**src/rtl/product_bcd_convert.sv**
```systemverilog
// Sequential binary-to-BCD converter for the multiplier display path.
// It accepts the multiplier product and its sign mode. It returns a sign flag
// and DIGITS BCD digits, produced by double-dabble at one shift per clock.
//
// state | meaning
// ------+-----------------------------------------------------------
// IDLE  | waiting for start; outputs hold the last completed result
// SHIFT | adjust-and-shift in progress, WIDTH cycles, busy=1
// DONE  | result just written, done=1 for this single cycle
module product_bcd_convert #(
  parameter int WIDTH  = 8,
  parameter int DIGITS = 3
) (
  input  logic                  clk,
  input  logic                  rst_n,
  input  logic                  start,
  input  logic [WIDTH-1:0]      product,
  input  logic                  sign,
  output logic                  busy,
  output logic                  done,
  output logic                  valid,
  output logic                  negative,
  output logic [DIGITS*4-1:0]   bcd
);

  localparam int BW    = DIGITS * 4;
  localparam int CNT_W = $clog2(WIDTH + 1);

  typedef enum logic [1:0] {
    IDLE  = 2'd0,
    SHIFT = 2'd1,
    DONE  = 2'd2
  } state_t;

  state_t             state;
  logic [BW-1:0]      bcd_work;
  logic [WIDTH-1:0]   mag;
  logic [CNT_W-1:0]   cnt;
  logic               neg_l;

  logic [BW-1:0]      bcd_adj;
  logic [BW+WIDTH-1:0] shifted;
  logic               is_neg;
  logic [WIDTH-1:0]   mag_in;

  // Sign decode and magnitude of the incoming product; the negation wraps
  // modulo 2**WIDTH, so the most negative value maps to its unsigned magnitude.
  always_comb begin
    is_neg = sign & product[WIDTH-1];
    mag_in = is_neg ? ((~product) + WIDTH'(1)) : product;
  end

  // Add 3 to every digit >= 5, then shift the combined register left by one.
  always_comb begin
    bcd_adj = bcd_work;
    for (int i = 0; i < DIGITS; i++) begin
      if (bcd_work[i*4 +: 4] >= 4'd5) begin
        bcd_adj[i*4 +: 4] = bcd_work[i*4 +: 4] + 4'd3;
      end
    end
    shifted = {bcd_adj, mag} << 1;
  end

  // Control FSM with registered outputs and datapath registers.
  always_ff @(posedge clk or negedge rst_n) begin
    if (!rst_n) begin
      state    <= IDLE;
      bcd_work <= '0;
      mag      <= '0;
      cnt      <= '0;
      neg_l    <= 1'b0;
      busy     <= 1'b0;
      done     <= 1'b0;
      valid    <= 1'b0;
      negative <= 1'b0;
      bcd      <= '0;
    end else begin
      case (state)
        IDLE, DONE: begin
          done <= 1'b0;
          if (start) begin
            mag      <= mag_in;
            neg_l    <= is_neg;
            bcd_work <= '0;
            cnt      <= '0;
            busy     <= 1'b1;
            valid    <= 1'b0;
            state    <= SHIFT;
          end else begin
            state <= IDLE;
          end
        end
        SHIFT: begin
          bcd_work <= shifted[BW+WIDTH-1:WIDTH];
          mag      <= shifted[WIDTH-1:0];
          cnt      <= cnt + CNT_W'(1);
          // The last shift lands directly in the output register.
          if (cnt == CNT_W'(WIDTH - 1)) begin
            bcd      <= shifted[BW+WIDTH-1:WIDTH];
            negative <= neg_l;
            valid    <= 1'b1;
            done     <= 1'b1;
            busy     <= 1'b0;
            state    <= DONE;
          end
        end
        default: begin
          state <= IDLE;
          busy  <= 1'b0;
          done  <= 1'b0;
        end
      endcase
    end
  end

endmodule

```
**config.mk**
```make
export PLATFORM = sky130hd
export DESIGN_NAME = product_bcd_convert
export DESIGN_NICKNAME = d
export VERILOG_FILES = /design/src/rtl/product_bcd_convert.sv
export SDC_FILE = /design/constraint.sdc
export NUM_CORES = 1
export LEC_CHECK = 0
export BUFFER_PORTS_ARGS = -buffer_cell sky130_fd_sc_hd__clkbuf_2
export CORE_ASPECT_RATIO = 1.5
export CORE_MARGIN = 3
export CORE_UTILIZATION = 30
export CTS_CLUSTER_DIAMETER = 80
export DETAILED_ROUTE_END_ITERATION = 6
export GPL_TIMING_DRIVEN = 1
export PLACE_DENSITY = 0.53
export SYNTH_ARGS = -nofsm -noshare
export SYNTH_HDL_FRONTEND = slang
export SYNTH_SLANG_ARGS = --single-unit
```
**constraint.sdc**
```tcl
create_clock -name clk -period 2.39 [get_ports clk]
set_input_delay 0.717 -clock clk [delete_from_list [all_inputs] [get_ports clk]]
set_output_delay 0.717 -clock clk [all_outputs]
set_load 0.05 [all_outputs]
```
# After elaboration in Yosys (flattened, before gate mapping)

Cells that the tools add are included.

Word-level logic and storage cells: 53
Output and inout bits: 16
Input port bits: 12
Flip-flop bits (word level): 43

Magnitude comparators: 3
Bitwise logic cells: 2
Eq/ne operators: 5
Mux-type cells: 20
$add $sub $neg: 5
Reduce and logical (&&, ||, !) cells: 8

Operators with widths:

| kind                                                              | count |
|---|---|
| one-hot mux 12 bit (2 select lines)                               | 1 |
| two-way mux 8 bit                                                 | 2 |
| one-hot mux 8 bit (2 select lines)                                | 1 |
| greater-or-equal comparator 4 x 3 -> 1 bit, second input constant | 3 |
| two-way mux 12 bit                                                | 1 |
| two-way mux 4 bit                                                 | 3 |
| adder 4 x 2 -> 4 bit, second input constant                       | 2 |
| adder 8 x 1 -> 8 bit, second input constant                       | 1 |
| inverter 8 bit                                                    | 1 |
| one-hot mux 4 bit (2 select lines)                                | 1 |
| AND reduction 2 bit                                               | 4 |
| two-way mux 1 bit                                                 | 6 |
| adder 4 x 1 -> 4 bit, second input constant                       | 1 |
| == test 4 x 3 -> 1 bit, second input constant                     | 1 |
| inequality test 2 bit, second input constant                      | 2 |
| one-hot mux 1 bit (2 select lines)                                | 2 |
| one-hot mux 2 bit (2 select lines)                                | 1 |
| adder 3 x 2 -> 3 bit, second input constant                       | 1 |
| two-way mux 3 bit                                                 | 1 |
| AND reduction 3 bit                                               | 1 |
| == test 2 x 1 -> 1 bit, second input constant                     | 1 |
| == test 2 bit, second input constant                              | 1 |
| zero test 2 bit                                                   | 1 |
| two-way mux 2 bit                                                 | 1 |
| 3 further kinds                                                   | 3 |

# Longest topological paths before layout

Gate-level depths: netlist (run 1).

Word-level depth: 5
Gate-level depth with buffers: 7

# Worst setup path after synthesis (run 1)

No wires, ideal clock.

Path type: register -> register
Start: register, netlist name done
End: register bcd[0]
Arrival: 1.625 ns
Setup slack: 0.640 ns
Cell stages (with the launch flop): 6
Data required time: 2.265 ns
Cell sequence: dfrtp_1 -> buf_4 -> nand2b_1 -> nor2_2 -> buf_6 -> mux2_2

RTL lines:

| item                   | line | source |
|---|---|---|
| end signal: assignment | 99   | `bcd <= shifted[BW+WIDTH-1:WIDTH];` |
| end: declaration       | 23   | `output logic [DIGITS*4-1:0] bcd` |

# Worst setup path in the final report (run 1)

Start: register done
End: output done

RTL lines:

| item                     | line | source |
|---|---|---|
| start: declaration       | 20   | `output logic done,` |
| start signal: assignment | 73   | `done <= 1'b0;` |
| start signal: assignment | 80   | `done <= 1'b0;` |
| start signal: assignment | 102  | `done <= 1'b1;` |

No word-level cell between the ends.

==> impl_metrics.py, run 1 <==
metrics = {
    "finish": {
        "nets": 255,
        "diodes": 0,
        "ff_latch_area_mm2": 0.001051,
        "multi_input_area_um2": 997.2,
        "fin_area_mm2": 0.002441,
        "final_cells": 313,
        "layout-drive-gt1-share": 0.2255,
        "syn2layout_area_growth_pct": 13.76,
        "fillers": 708,
    },
    "floorplan": {
        "fp.dieH_um": 109.6,
        "rows": 37,
        "ioPinCount": 28,
        "start_util": 0.3111,
        "core_region_area_mm2": 0.006898,
        "fp.dieW_um": 75.06,
        "die_area_mm2": 0.008225,
    },
    "timing": {
        "finalClockSkew_ns": 0.004530,
        "maxSlewViolCount": 0,
        "rsz0062_at_grt": "false",
        "hold_viol_final": 0,
        "setup_violations": 0,
        "fin_crit_sh": 0.7981,
        "worstMarginPinSlew_ns": 0.5163,
        "relSlewSlack": 0.6558,
        "min_period_ns": 1.907,
        "max_clock_freq_ghz": 0.5243,
        "setup-tns-final_ns": 0,
    },
    "critical_path": {
        "crit_type": "flop to output port",
        "reg2regPathDepth": 4,
        "crit_family": "flip-flops",
        "start_kind": "flop",
        "r2r_start": "state[0]$_DFFE_PN0N_",
        "slowest_stage": "dfrtp_1",
        "cp.depth": 1,
        "r2r-end": "bcd[10]$_DFFE_PN0P_",
        "cp_max_fo": 10,
        "crit_chain": "clkbuf_2",
        "endpoint_kind": "output port",
        "r2r_setup_slack_ns": 0.54,
        "slowest_delay_ns": 0.56,
        "cp.arrival_ns": 1.19,
        "crit_start": "done$_DFFE_PN0N_",
        "crit_end": "done",
        "cp_data_required_time_ns": 1.67,
        "path_buf_inv": 1,
    },
    "worst_hold_path": {
        "hp-class": "input port to async pin",
    },
    "clocking": {
        "clk_pin_slew_worst_paths_ns": 0.07,
        "ctsHoldBuffers": 0,
        "cts_resized": 0,
        "cts_tree": "done",
        "cts_inserted_buffers": 5,
        "cts_buffer_depth": 2,
        "numClockSinks": 42,
        "clock_latency_ns": 0.29,
        "post_cts_buffers": 0,
        "htreeDepth": 2,
        "clockRootBuffer": "clkbuf_8",
    },
    "synth": {
        "synth-seq-cells": 42,
        "synth_seq_area_share": 0.4898,
        "synth_area_leaders": "dfrtp_1, mux2_2, ha_1",
        "synth_cells": 206,
        "yosysWarningCount": 0,
        "yosysTopAreaCellShare": 0.4898,
        "synth_nets": 226,
        "avgSynthCellArea_um2": 10.42,
        "synth_top_area_cell": "dfrtp_1",
        "synth_cell_types": 33,
        "synth_area_mm2": 0.002146,
    },
    "power_and_ir_drop": {
        "irDropWorstVdd_mv": 0.4735,
        "p_per_area_mw_per_mm2": 1412,
        "leakage_nw": 1.140,
    },
    "routing": {
        "vias": 1567,
        "drtIter0Drc": 44,
        "drc": 0,
        "viasPerCell": 5.006,
        "first_pass_iters": 4,
        "postRouteAntennaNets": 0,
        "wl_per_cell_um": 13.71,
        "finalWirelength_mm": 4.292,
    },
    "placed_design": {
        "place_inst": 306,
        "io_buffers": 27,
        "gp_congestion": 0.7088,
        "dp_hpwl_mm": 3.091,
        "placed_area_mm2": 0.002365,
    },
    "global_routing": {
        "antenna_found_initial": 0,
        "grt_pass1_wl_mm": 7.438,
        "grt_pass1_vias": 1578,
        "grt_start_max_net_pins": 26,
        "gr-total-overflow": 0,
        "grt.total_usage": 0.1186,
    },
    "job": {
        "max-cap-violations": 0,
    },
    "status": {
        "status": "finished clean",
    },
}
## cells in the final DEF, fill, tap and decap left out, types with 4 or more instances in the layout
cell       n
a21oi_1   16
a22o_1     8
buf_4      4
clkbuf_2  27
clkbuf_8   5
dfrtp_1   42
ha_1       8
inv_1      9
mux2_2    13
mux2i_1    5
nand2_1   13
nand2b_1   5
nand3_1    5
nor2_1    15
nor3b_1    7
o21ai_0   15
xnor2_1    8
## routing by layer
layer / vias up / global-route usage / routed length [um]
li1: 779 / - / -
met1: 762 / 0.1413 / 1903
met5: - / 0 / 0
met3: 2 / 0.03294 / 152
met2: 24 / 0.2007 / 2206
met4: 0 / 0.04198 / 30
## Yosys cell counts, drive strengths merged
master and instances:
ha 8, o21bai 1, nor3 3, a21oi 16, o21ai 18, a22oi 3, a22o 8, buf 8
inv 9, a21o 2, nand3b 2, nand4 2, nand3 5, clkbuf 2, nand2b 5, nor2 17
mux2i 5, mux2 13, nand2 13, a311oi 2, or4 1, xnor2 8, o311ai 1, nor3b 7
a31oi 1, dfrtp 42, nor2b 3, xor2 1
## how the worst min path moves through the flow
stage	start	endpoint	slack, ns	cells past startpoint
6_report	rst_n	bcd[11]$_DFFE_PN0P_	0.39	1
5_1_grt	rst_n	bcd[11]$_DFFE_PN0P_	0.41	1
4_1_cts	rst_n	bcd[11]$_DFFE_PN0P_	0.40	1
3_5_place_dp	mag[0]$_DFFE_PN0P_	mag[0]$_DFFE_PN0P_	0.47	2
3_3_place_gp	neg_l$_DFFE_PN0P_	neg_l$_DFFE_PN0P_	0.47	2
2_1_floorplan	rst_n	bcd[0]$_DFFE_PN0P_	0.42	0
## flip-flops by register name, indices dropped and copies added (netlist names), 4 cells and up
| register | cells |
|---|---|
| cnt | 4 |
| mag | 8 |
| bcd_work | 12 |
| bcd | 12 |
## where the power goes
group          switching [mW]  internal [mW]
clock                   0.228          0.201
sequential              0.271           1.03
combinational            1.06          0.655
total                    1.56           1.89
## logic make-up after synthesis
logic type | after synthesis | share of synthesized area
fa+ha+maj | 8 | 0.04665
flops | 42 | 0.4898
compound gates | 52 | 0.1481
buf+inv | 19 | 0.04548
xor+xnor | 9 | 0.03674
simple gates | 58 | 0.1417
mux | 18 | 0.09155
## per-stage QoR
stage / util / power [mW] / setup slack, ns / hold slack [ns]
CTS: 0.3539 / 3.508 / 0.4625 / 0.3999
detailed placement: 0.3428 / 3.063 / 0.4951 / 0.4725
global placement: 0.3428 / 3.025 / 0.5064 / 0.4668
global route: 0.3539 / 3.733 / 0.3637 / 0.4142
finish: 0.3539 / 3.446 / 0.4826 / 0.3887
floorplan: - / 2.655 / 0.6403 / 0.4214
## layout make-up
cell class	instances	share of cell area
Sequential cell	42	0.4305
Multi-Input combinational cell	145	0.4085
Timing Repair Buffer	32	0.07586
Tap cell	78	0.03998
Clock buffer	7	0.03127
Inverter	9	0.01384
(Power assumes the default switching activity.)
==> run 2, diff against run 1 <==
clock period = 1.89 ns   (was 2.39 ns; I/O delays follow)
==> impl_metrics.py, run 2 (same netlist as run 1, synthesis figures left out) <==
metrics = {
    "status": {
        "status": "finished clean",
    },
    "timing": {
        "worstMarginPinSlew_ns": 0.4483,
        "max_clock_freq_ghz": 0.5551,
        "rsz0062_at_grt": "false",
        "hold_slack_ns": 0.2043,
        "setup-tns-final_ns": 0,
        "finalClockSkew_ns": 0.009696,
        "relSlewSlack": 0.7012,
        "maxSlewViolCount": 0,
        "setup_violations": 0,
        "hold_viol_final": 0,
        "min_period_ns": 1.802,
        "fin_crit_sh": 0.9532,
    },
    "critical_path": {
        "start_kind": "flop",
        "cp.arrival_ns": 1.23,
        "r2r_start": "bcd_work[1]$_DFFE_PN0P_",
        "crit_start": "done$_DFFE_PN0N_",
        "crit_type": "flop to output port",
        "cp_max_fo": 7,
        "r2r_setup_slack_ns": 0.25,
        "endpoint_kind": "output port",
        "r2r-end": "bcd[2]$_DFFE_PN0P_",
        "cp_data_required_time_ns": 1.32,
        "crit_end": "done",
        "reg2regPathDepth": 6,
    },
    "floorplan": {
        "start_util": 0.3111,
        "core_region_area_mm2": 0.006898,
        "die_area_mm2": 0.008225,
        "rows": 37,
        "fp.dieW_um": 75.06,
        "ioPinCount": 28,
        "fp.dieH_um": 109.6,
    },
    "clocking": {
        "clock_latency_ns": 0.30,
        "cts_resized": 0,
        "numClockSinks": 42,
        "ctsHoldBuffers": 0,
        "clk_pin_slew_worst_paths_ns": 0.08,
        "clockRootBuffer": "clkbuf_8",
        "post_cts_buffers": 0,
        "cts_inserted_buffers": 5,
        "cts_buffer_depth": 2,
        "cts_tree": "done",
        "htreeDepth": 2,
    },
    "placed_design": {
        "dp_hpwl_mm": 3.117,
        "io_buffers": 27,
        "gp_congestion": 0.6989,
    },
    "global_routing": {
        "grt_pass1_vias": 1657,
        "gr-total-overflow": 0,
        "grt_pass1_wl_mm": 7.665,
        "grt_start_max_net_pins": 28,
        "grt.total_usage": 0.1216,
        "antenna_found_initial": 0,
    },
    "finish": {
        "diodes": 0,
        "fin_util": 0.3653,
        "layout-drive-gt1-share": 0.2469,
        "layout_common_cells": "dfrtp_1, clkbuf_2, a21oi_1",
        "largestRegisters": "bcd: 12 flops, bcd_work: 12 flops, mag: 8 flops",
        "final_common_cell": "dfrtp_1",
        "syn2layout_area_growth_pct": 17.43,
        "nets": 259,
    },
    "job": {
        "max-cap-violations": 0,
    },
    "power_and_ir_drop": {
        "irDropWorstVdd_mv": 0.4517,
        "p_per_area_mw_per_mm2": 1819,
        "leakage_nw": 1.181,
    },
    "routing": {
        "postRouteAntennaNets": 0,
        "first_pass_iters": 4,
        "drc": 0,
        "viasPerCell": 5.003,
        "drtIter0Drc": 81,
        "finalWirelength_mm": 4.314,
        "vias": 1586,
        "wl_per_cell_um": 13.61,
    },
    "worst_hold_path": {
        "hp-class": "input port to async pin",
    },
}
[run 2: changes by cell type in the layout (fill, tap and decap cells not counted)]
| cell | previous run | this run |
|---|---|---|
| buf_12 | 1 | 2 |
| buf_4 | 4 | 7 |
| bufinv_16 | 0 | 1 |
| clkbuf_1 | 2 | 0 |
| clkbuf_8 | 5 | 6 |
[run 2: area by class of cell]
cell class                 count  area [um^2]
fill                         715         4378
sequential                    42         1051
multi-input combinational    145        997.2
timing repair buffer          36        227.7
tap                           78        97.59
clock buffer                   6        82.58
inverter                       9        33.78
clock inverter                 1        30.03
[run 2: metrics by stage]
stage	area [um^2]	setup slack, ns	std cells	total power, mW
floorplan	2146	0.1403	206	3.357
global placement	2407	0.1553	310	3.867
detailed placement	2407	0.1405	310	3.906
CTS	2520	0.05775	317	4.670
global route	2520	0.03296	317	4.981
finish	2520	0.08848	317	4.583
[run 2: worst min-delay path by stage]
stage / endpoint / slack [ns] / startpoint / depth (start not counted)
finish: bcd_work[10]$_DFFE_PN0P_ / 0.20 / rst_n / 1
global route: bcd[11]$_DFFE_PN0P_ / 0.23 / rst_n / 1
global placement: neg_l$_DFFE_PN0P_ / 0.47 / neg_l$_DFFE_PN0P_ / 2
CTS: bcd[3]$_DFFE_PN0P_ / 0.21 / rst_n / 1
floorplan: bcd[0]$_DFFE_PN0P_ / 0.27 / rst_n / 0
detailed placement: mag[0]$_DFFE_PN0P_ / 0.48 / mag[0]$_DFFE_PN0P_ / 2
[run 2: where the power goes]
group	internal, mW	total, mW	leakage, nW	switching [mW]
registers	1.30	1.60	0.525	0.299
logic	0.864	2.25	0.599	1.38
clock network	0.423	0.734	0.0573	0.311
total	2.59	4.58	1.18	1.99
[run 2: layer usage]
layer / GRT usage / share of wire / up-vias
met1: 0.1431 / 0.41 / 764
met3: 0.02745 / 0.051 / 7
li1: - / - / 783
met4: 0.04962 / 0.017 / 0
met2: 0.2089 / 0.52 / 32
met5: 0 / 0 / -
[run 2: worst max-delay path, stage by stage (launching register included)]
cell	delay, ns
dfrtp_1	0.48
buf_4	0.18
clkbuf_2	0.28
==> run 3, diff against run 2 <==
CAP_MARGIN = 10   (was not set)
CORE_ASPECT_RATIO = 1.2   (was 1.5)
GPL_TIMING_DRIVEN = not set   (was 1)
==> impl_metrics.py, run 3 (same netlist as run 1, synthesis figures left out) <==
metrics = {
    "routing": {
        "wl_per_cell_um": 12.88,
        "drtIter0Drc": 41,
        "first_pass_iters": 4,
        "postRouteAntennaNets": 0,
        "viasPerCell": 4.822,
        "finalWirelength_mm": 4.185,
        "wl_met3_um": 173,
        "highest_layer": "met4",
        "drc": 0,
        "dr_wl_met2_mm": 2.031,
        "vias": 1567,
        "wirelength_met1_mm": 1.935,
    },
    "floorplan": {
        "fp.dieH_um": 98.65,
        "die_area_mm2": 0.008208,
        "fp.dieW_um": 83.21,
        "core_region_area_mm2": 0.006895,
        "rows": 33,
        "start_util": 0.3112,
        "ioPinCount": 28,
    },
    "power_and_ir_drop": {
        "leakage_nw": 1.157,
        "clockPowerShare": 0.122,
        "design_power_total_mw": 4.383,
        "seqPwrFrac": 0.363,
        "p_per_area_mw_per_mm2": 1762,
        "irDropWorstVdd_mv": 0.7170,
        "p_sw_mw": 1.964,
        "power_frac_comb": 0.514,
        "p_sw_frac": 0.4481,
        "intPower_mw": 2.419,
    },
    "worst_hold_path": {
        "hp-class": "input port to async pin",
    },
    "clocking": {
        "numClockSinks": 42,
        "clock_latency_ns": 0.29,
        "cts_resized": 0,
        "cts_inserted_buffers": 5,
        "cts_tree": "done",
        "ctsHoldBuffers": 0,
        "htreeDepth": 2,
        "clk_pin_slew_worst_paths_ns": 0.08,
        "post_cts_buffers": 0,
        "clockRootBuffer": "clkbuf_8",
        "cts_buffer_depth": 2,
    },
    "placed_design": {
        "io_buffers": 27,
        "dp_hpwl_mm": 2.970,
        "gp_congestion": 0.7410,
        "place_inst": 318,
    },
    "finish": {
        "fillers": 712,
        "final_cells": 325,
        "ff_latch_area_mm2": 0.001051,
        "nets": 258,
        "layout_common_cells": "dfrtp_1, clkbuf_2, a21oi_1",
        "diodes": 0,
        "fin_util": 0.3607,
        "syn2layout_area_growth_pct": 15.92,
        "layout-drive-gt1-share": 0.2353,
        "multi_input_area_um2": 997.2,
        "final_common_cell": "dfrtp_1",
        "largestRegisters": "bcd: 12 flops, bcd_work: 12 flops, mag: 8 flops",
    },
    "critical_path": {
        "crit_start": "done$_DFFE_PN0N_",
        "crit_type": "flop to output port",
        "cp_max_fo": 9,
        "cp.arrival_ns": 1.11,
        "start_kind": "flop",
        "cp_data_required_time_ns": 1.32,
        "endpoint_kind": "output port",
        "r2r_start": "cnt[0]$_DFFE_PN0P_",
    },
    "global_routing": {
        "grt_start_max_net_pins": 43,
        "grt_pass1_vias": 1611,
        "grt_pass1_wl_mm": 7.438,
        "grt.total_usage": 0.1102,
        "gr-total-overflow": 0,
        "antenna_found_initial": 0,
    },
    "timing": {
        "hold_viol_final": 0,
        "finalClockSkew_ns": 0.004567,
        "setup_violations": 0,
        "min_period_ns": 1.680,
        "max_clock_freq_ghz": 0.5951,
        "worstMarginPinSlew_ns": 0.4409,
        "setup-tns-final_ns": 0,
        "maxSlewViolCount": 0,
        "hold_slack_ns": 0.2462,
        "fin_crit_sh": 0.8891,
        "relSlewSlack": 0.7054,
        "rsz0062_at_grt": "false",
    },
    "job": {
        "max-cap-violations": 0,
    },
    "status": {
        "status": "finished clean",
    },
}
## run 3: cell types whose count changed in the layout (fill, tap and decap cells not counted)
cell / previous run / this run
buf_4: 7 / 6
bufinv_16: 1 / 0
clkbuf_1: 0 / 2
clkbuf_8: 6 / 5
## run 3: stage by stage
stage               worst slack [ns]  instance area (um^2)
finish                        0.2097                  2487
global route                  0.1183                  2487
CTS                           0.1997                  2487
detailed placement            0.1338                  2411
global placement              0.1594                  2411
floorplan                     0.1403                  2146
## run 3: cell type report
cell class	instances	area share
flip-flops and latches	42	0.4225
multi-input cells	145	0.4009
repair buffers	35	0.08853
well taps	87	0.04376
clock buffers	7	0.03068
inverters	9	0.01358
## run 3: metal layers
layer | global-route usage | vias to the layer above
met5 | 0 | -
met4 | 0.03396 | 0
met3 | 0.02425 | 5
met2 | 0.1907 | 28
met1 | 0.1373 | 747
li1 | - | 787
## run 3: power groups by stage
stage	Clock [mW]	Sequential (mW)	Combinational (mW)
after floorplan	0	2.09	1.27
after global placement	0	1.61	2.25
after detailed placement	0	1.62	2.28
after CTS	0.560	1.60	2.29
after global routing	0.592	1.66	2.52
final	0.537	1.59	2.25
## run 3: critical path, stage by stage (launching register included)
cell and delay [ns]:
dfrtp_1 0.34, buf_4 0.18, clkbuf_2 0.31
## run 3: worst paths after layout
path | endpoint | slack (ns) | cells past startpoint
min reg2reg | cnt[3]$_DFFE_PN0P_ | 0.48 | 1
min in group clk | cnt[3]$_DFFE_PN0P_ | 0.48 | 1
max | done | 0.21 | 2
max reg2reg | bcd[9]$_DFFE_PN0P_ | 0.27 | 5
min | bcd[3]$_DFFE_PN0P_ | 0.25 | 2
max in group asynchronous | cnt[2]$_DFFE_PN0P_ | 1.45 | 2
